$ cat src/rtl/exit_occupancy_tracker.sv
// Exit-side beam-sensor FSM plus lot occupancy counter.
// Detects a car leaving (b, both, a, clear) and tracks occupancy from entry/exit pulses.
module exit_occupancy_tracker #(
    parameter int CAPACITY = 15,
    parameter int CNT_W    = 4
) (
    input  logic             clk,
    input  logic             reset,
    input  logic [1:0]       ab,
    input  logic             entry,
    output logic             y,
    output logic [CNT_W-1:0] count,
    output logic             empty,
    output logic             full,
    output logic             err
);

    // State encoding equals the sensor pattern expected while in that state.
    typedef enum logic [1:0] {
        IDLE   = 2'b00,
        B_CUT  = 2'b01,
        BOTH   = 2'b11,
        A_ONLY = 2'b10
    } state_t;

    localparam logic [CNT_W-1:0] CAP = CNT_W'(CAPACITY);

    state_t           state_q, state_d;
    logic             y_q, y_d;
    logic             err_q, err_d;
    logic             empty_q, empty_d;
    logic             full_q, full_d;
    logic [CNT_W-1:0] count_q, count_d;

    logic exit_evt;
    logic illegal;
    logic overflow;
    logic underflow;

    always_comb begin
        state_d  = state_q;
        exit_evt = 1'b0;
        illegal  = 1'b0;
        case (state_q)
            IDLE: begin
                if (ab == 2'b01) state_d = B_CUT;
            end
            B_CUT: begin
                case (ab)
                    2'b11:   state_d = BOTH;
                    2'b00:   state_d = IDLE;
                    2'b10: begin
                        state_d = IDLE;
                        illegal = 1'b1;
                    end
                    default: state_d = B_CUT;
                endcase
            end
            BOTH: begin
                case (ab)
                    2'b10:   state_d = A_ONLY;
                    2'b01:   state_d = B_CUT;
                    2'b00: begin
                        state_d = IDLE;
                        illegal = 1'b1;
                    end
                    default: state_d = BOTH;
                endcase
            end
            A_ONLY: begin
                case (ab)
                    2'b00: begin
                        state_d  = IDLE;
                        exit_evt = 1'b1;
                    end
                    2'b11:   state_d = BOTH;
                    2'b01: begin
                        state_d = IDLE;
                        illegal = 1'b1;
                    end
                    default: state_d = A_ONLY;
                endcase
            end
            default: state_d = IDLE;
        endcase
    end

    // A simultaneous entry and exit cancel out, so neither can overflow or underflow.
    always_comb begin
        count_d   = count_q;
        overflow  = 1'b0;
        underflow = 1'b0;
        if (entry && !exit_evt) begin
            if (count_q < CAP) count_d = count_q + 1'b1;
            else               overflow = 1'b1;
        end else if (exit_evt && !entry) begin
            if (count_q != '0) count_d = count_q - 1'b1;
            else               underflow = 1'b1;
        end
        y_d     = exit_evt;
        err_d   = illegal | overflow | underflow;
        empty_d = (count_d == '0);
        full_d  = (count_d == CAP);
    end

    always_ff @(posedge clk) begin
        if (reset) begin
            state_q <= IDLE;
            y_q     <= 1'b0;
            err_q   <= 1'b0;
            count_q <= '0;
            empty_q <= 1'b1;
            full_q  <= 1'b0;
        end else begin
            state_q <= state_d;
            y_q     <= y_d;
            err_q   <= err_d;
            count_q <= count_d;
            empty_q <= empty_d;
            full_q  <= full_d;
        end
    end

    assign y     = y_q;
    assign err   = err_q;
    assign count = count_q;
    assign empty = empty_q;
    assign full  = full_q;

endmodule

$ cat config.mk
export PLATFORM = sky130hd
export DESIGN_NAME = exit_occupancy_tracker
export DESIGN_NICKNAME = d
export VERILOG_FILES = /design/src/rtl/exit_occupancy_tracker.sv
export SDC_FILE = /design/constraint.sdc
export NUM_CORES = 1
export LEC_CHECK = 0
export ABC_CLOCK_PERIOD_IN_PS = 6000
export CAP_MARGIN = 20
export CORE_MARGIN = 1
export CORE_UTILIZATION = 45
export CTS_CLUSTER_SIZE = 20
export DETAILED_ROUTE_END_ITERATION = 12
export PLACE_DENSITY = 0.79
export SLEW_MARGIN = 25
export SYNTH_ARGS = -nofsm -noshare
export SYNTH_HDL_FRONTEND = slang
export SYNTH_SLANG_ARGS = --single-unit
$ cat constraint.sdc
create_clock -name clk -period 6 [get_ports clk]
set_input_delay 1.2 -clock clk [delete_from_list [all_inputs] [get_ports clk]]
set_output_delay 1.2 -clock clk [all_outputs]
set_load 0.05 [all_outputs]
==> metrics.log <==
[metrics] RSZ-0062 raised after global routing: false
[metrics] Post-synth EDFFs: 0
[metrics] standard-cell row count: 12
[metrics] net count of the mapped netlist: just under 80
[metrics] final-layout worst hold slack: 0.584 ns
[metrics] hold path startpoint: state_q[1]$_SDFFE_PP0P_
[metrics] worst stage delay on the critical path: 0.69 ns
[metrics] Detail Route Antenna Nets: 0
[metrics] R2R Path End: full$_SDFF_PP0_
[metrics] Routed WL per cell: 13.5 µm
[metrics] total DRC errors in the routed layout: 0
[metrics] post-cts resize count: 0
[metrics] Final Max Tran Viols: 0
[metrics] WP data arrival: 3.29 ns
[metrics] final total negative setup slack: 0 ns
[metrics] clock-pin slew on the worst setup and hold paths: 0.06 ns
[metrics] hpwl dp: roughly 950 µm
[metrics] critical path launch point type: primary input
[metrics] most frequent cells after synthesis: sky130_fd_sc_hd__dfxtp_1 (10), sky130_fd_sc_hd__nor2_1 (9), sky130_fd_sc_hd__inv_1 (4), sky130_fd_sc_hd__nor3_1 (4)
[metrics] hold-fix buffers at CTS: 0
[metrics] Vias per Instance: 6.02
[metrics] Hold Crit Depth: 2
[metrics] Post-Syn Instances: 71
[metrics] Leak: 0.257 nW
[metrics] via total after detailed routing: roughly 570
[metrics] proportion of netlist area held by the largest area contributor: 0.325
[metrics] Die Outline Area: 1520 µm²
[metrics] reg-to-reg setup timing slack: 3.85 ns
[metrics] Final Hold Violating Endpoints: 0
[metrics] cell with the most instances after synthesis: sky130_fd_sc_hd__dfxtp_1
[metrics] slew at the pin with the worst max-slew slack: about 0.62 ns
[metrics] area of the core: 1190 µm²
[metrics] Tightest Hold Check Type: reg2reg
[metrics] die span in x: roughly 39 µm
[metrics] Placement Setup Slack: 2.59 ns
[metrics] global router's overall resource usage: 0.222
[metrics] routability cong.: 0.930
[metrics] number of iterations in the first detailed-routing pass: 4
[metrics] area occupied by multi-input gates: 379 µm²
[metrics] outcome: finished, final reports clean
[metrics] total clock buffers created by CTS: 3
[metrics] Crit Reg-Reg Startpoint: count[0]$_SDFF_PP0_
[metrics] total power divided by cell area: 196 nW/µm²
[metrics] Seq. cell area: between 200 and 250 µm²
[metrics] area of the mapped netlist: ~620 µm²
[metrics] slowest stage cell, crit path: sky130_fd_sc_hd__or4b_1
[metrics] Num Clock Sinks: 10
[metrics] upper clock frequency limit: about 320 MHz
[metrics] number of antenna violations at the first check in global routing: 0
[metrics] global route overflow: 0
[metrics] biggest fanout along the worst timing path: 9
[metrics] cell type with the largest total area after synthesis: sky130_fd_sc_hd__dfxtp_1
[metrics] top area cells in the synthesized netlist: sky130_fd_sc_hd__dfxtp_1 (33%), sky130_fd_sc_hd__nor4b_2 (7.3%), sky130_fd_sc_hd__nor2_1 (5.5%)
[metrics] vias in the first global route: 505
[metrics] Yosys warning total: 0
[metrics] number of failing setup endpoints in the final timing report: 0
[metrics] final wirelength: 1.29 mm
[metrics] Layout fillers: 113
[metrics] worst path cell trace: clkdlybuf4s50_1, or4b_1, nor3b_2, a311oi_1, a211o_1, nor4b_2
[metrics] post-route clock skew: 0.00677 ns
[metrics] total inserted antenna cells: 0
[metrics] post-synth cell types: 33
[metrics] share of synthesized registers carrying an async set or reset: 0
[metrics] number of input and output port buffers inserted: 12
[metrics] required time of the worst setup path: about 6 ns
[metrics] number of H-tree branching levels: 1
[metrics] largest voltage drop on the vdd net: 0.000155 V
[metrics] number of max-cap violations: 0
[metrics] flop and latch count out of synthesis: 10
[metrics] global-route wire length before repair: 2.24 mm
[metrics] Max Buffers Root-to-Sink: 2
[metrics] sequential cell area fraction in the yosys report: 0.325
[metrics] maximum number of pins on one net before global-route repair: 20
[metrics] clock insertion delay at the later pin of the skew report: roughly 0.27 ns
[metrics] TritonCTS clock tree: built
[metrics] depth of the most critical reg-to-reg path: 7
[metrics] proportion of layout cells with a drive suffix above 1: 0.111
[metrics] top-level port count: 13
[metrics] type of element capturing the critical path: register
[metrics] shortest clock period the worst path allows after layout: 3.12 ns
[metrics] Main synth FF type: sky130_fd_sc_hd__dfxtp_1
[metrics] Hold Crit Endpoint: state_q[1]$_SDFFE_PP0P_
[metrics] Die Y: approximately 40 µm
[metrics] fraction of the cycle the final worst path needs: 0.520
[metrics] critical path class: in2reg
[metrics] starting density of the core: 0.519
[metrics] iteration-0 DRC count of the detailed router: 21
[metrics] Nets: 90
[metrics] root buffer cell: sky130_fd_sc_hd__clkbuf_4
[metrics] number of post-CTS setup repair buffers: 0
[metrics] Final Worst Setup Slack: between 2 and 3 ns
[metrics] Slew HR: 0.589
[metrics] area growth from synthesis to layout: 22.6%
[metrics] syn_area_per_cell: 8.67 µm²
[metrics] share of the core filled with cells: 0.636
[cells by family after synthesis]
group                    after synthesis  share of synthesized area
adder cells (fa/ha/maj)                2                     0.0406
AO/OA/AOI/OAI                         16                      0.203
flip-flops                            10                      0.325
XOR/XNOR                               2                     0.0285
AND/OR/NAND/NOR                       32                      0.343
buffers and inverters                  9                     0.0589
[critical path: cells and delay by family]
kind / cells / cell delay [ns]
AOI/OAI and AO/OA: 2 / 0.38
buffers and inverters: 1 / 0.51
and+or+nand+nor: 3 / 1.20
[final cells by class]
type / count / share of cell area
Sequential cell: 10 / 0.265
Multi-Input combinational cell: 52 / 0.502
Tap cell: 14 / 0.0232
Clock buffer: 3 / 0.0299
Inverter: 4 / 0.0199
Timing Repair Buffer: 12 / 0.159
[registers in the layout, indices dropped and copies added, names as in the netlist]
name,cells
err,1
full,1
state_q,2
empty,1
y,1
count,4
[layout by cell type, fill, tap and decap left out]
master,n
sky130_fd_sc_hd__nor3b_2,1
sky130_fd_sc_hd__nor4b_1,1
sky130_fd_sc_hd__inv_1,4
sky130_fd_sc_hd__nor2_1,9
sky130_fd_sc_hd__or3b_1,1
sky130_fd_sc_hd__and4b_1,1
sky130_fd_sc_hd__a31oi_1,2
sky130_fd_sc_hd__o21ai_1,1
sky130_fd_sc_hd__ha_1,2
sky130_fd_sc_hd__o22ai_1,1
sky130_fd_sc_hd__or4b_1,1
sky130_fd_sc_hd__xnor2_1,1
sky130_fd_sc_hd__nor4b_2,3
sky130_fd_sc_hd__a211o_1,1
sky130_fd_sc_hd__clkdlybuf4s50_1,12
sky130_fd_sc_hd__clkbuf_4,3
sky130_fd_sc_hd__a41o_1,1
sky130_fd_sc_hd__and4_1,1
sky130_fd_sc_hd__o21ai_0,1
sky130_fd_sc_hd__a311oi_2,1
sky130_fd_sc_hd__a211oi_1,2
sky130_fd_sc_hd__dfxtp_1,10
sky130_fd_sc_hd__a311oi_1,1
sky130_fd_sc_hd__nor3b_1,1
sky130_fd_sc_hd__and3_1,2
sky130_fd_sc_hd__nand2_1,3
sky130_fd_sc_hd__nor3_1,4
sky130_fd_sc_hd__o32ai_1,1
sky130_fd_sc_hd__xor2_1,1
sky130_fd_sc_hd__a21oi_1,3
sky130_fd_sc_hd__nand4_1,2
sky130_fd_sc_hd__a2111oi_2,1
sky130_fd_sc_hd__nand3_1,2
[worst max-delay path by stage]
stage	endpoint	startpoint	depth (start not counted)
floorplan	full$_SDFF_PP0_	ab[1]	6
detailed placement	full$_SDFF_PP0_	ab[0]	6
finish	full$_SDFF_PP0_	ab[0]	6
global placement	full$_SDFF_PP0_	ab[1]	6
global route	full$_SDFF_PP0_	ab[0]	6
CTS	full$_SDFF_PP0_	ab[0]	6
[metal layers]
layer,part of all wire,track usage,wire length (µm),vias to the layer above
li1,-,-,-,289
met1,0.49,0.307,626,256
met2,0.42,0.300,542,25
met3,0.075,0.0636,96,2
met4,0.015,0.129,19,0
met5,0,0,0,-
[report_power, final]
group	switching (W)	internal, W	total [W]	leakage [nW]
Sequential	0.00000295	0.0000687	0.0000717	0.0815
Clock	0.0000226	0.0000232	0.0000458	0.0138
Combinational	0.0000181	0.0000121	0.0000301	0.162
[per-stage QoR]
stage               instance area (µm²)  total power (W)  std cells
floorplan                           616        0.0000933         71
global placement                    732         0.000103         92
detailed placement                  732         0.000103         92
CTS                                 754         0.000150         95
global route                        754         0.000155         95
finish                              754         0.000148         95
(Power assumes the default switching activity.)
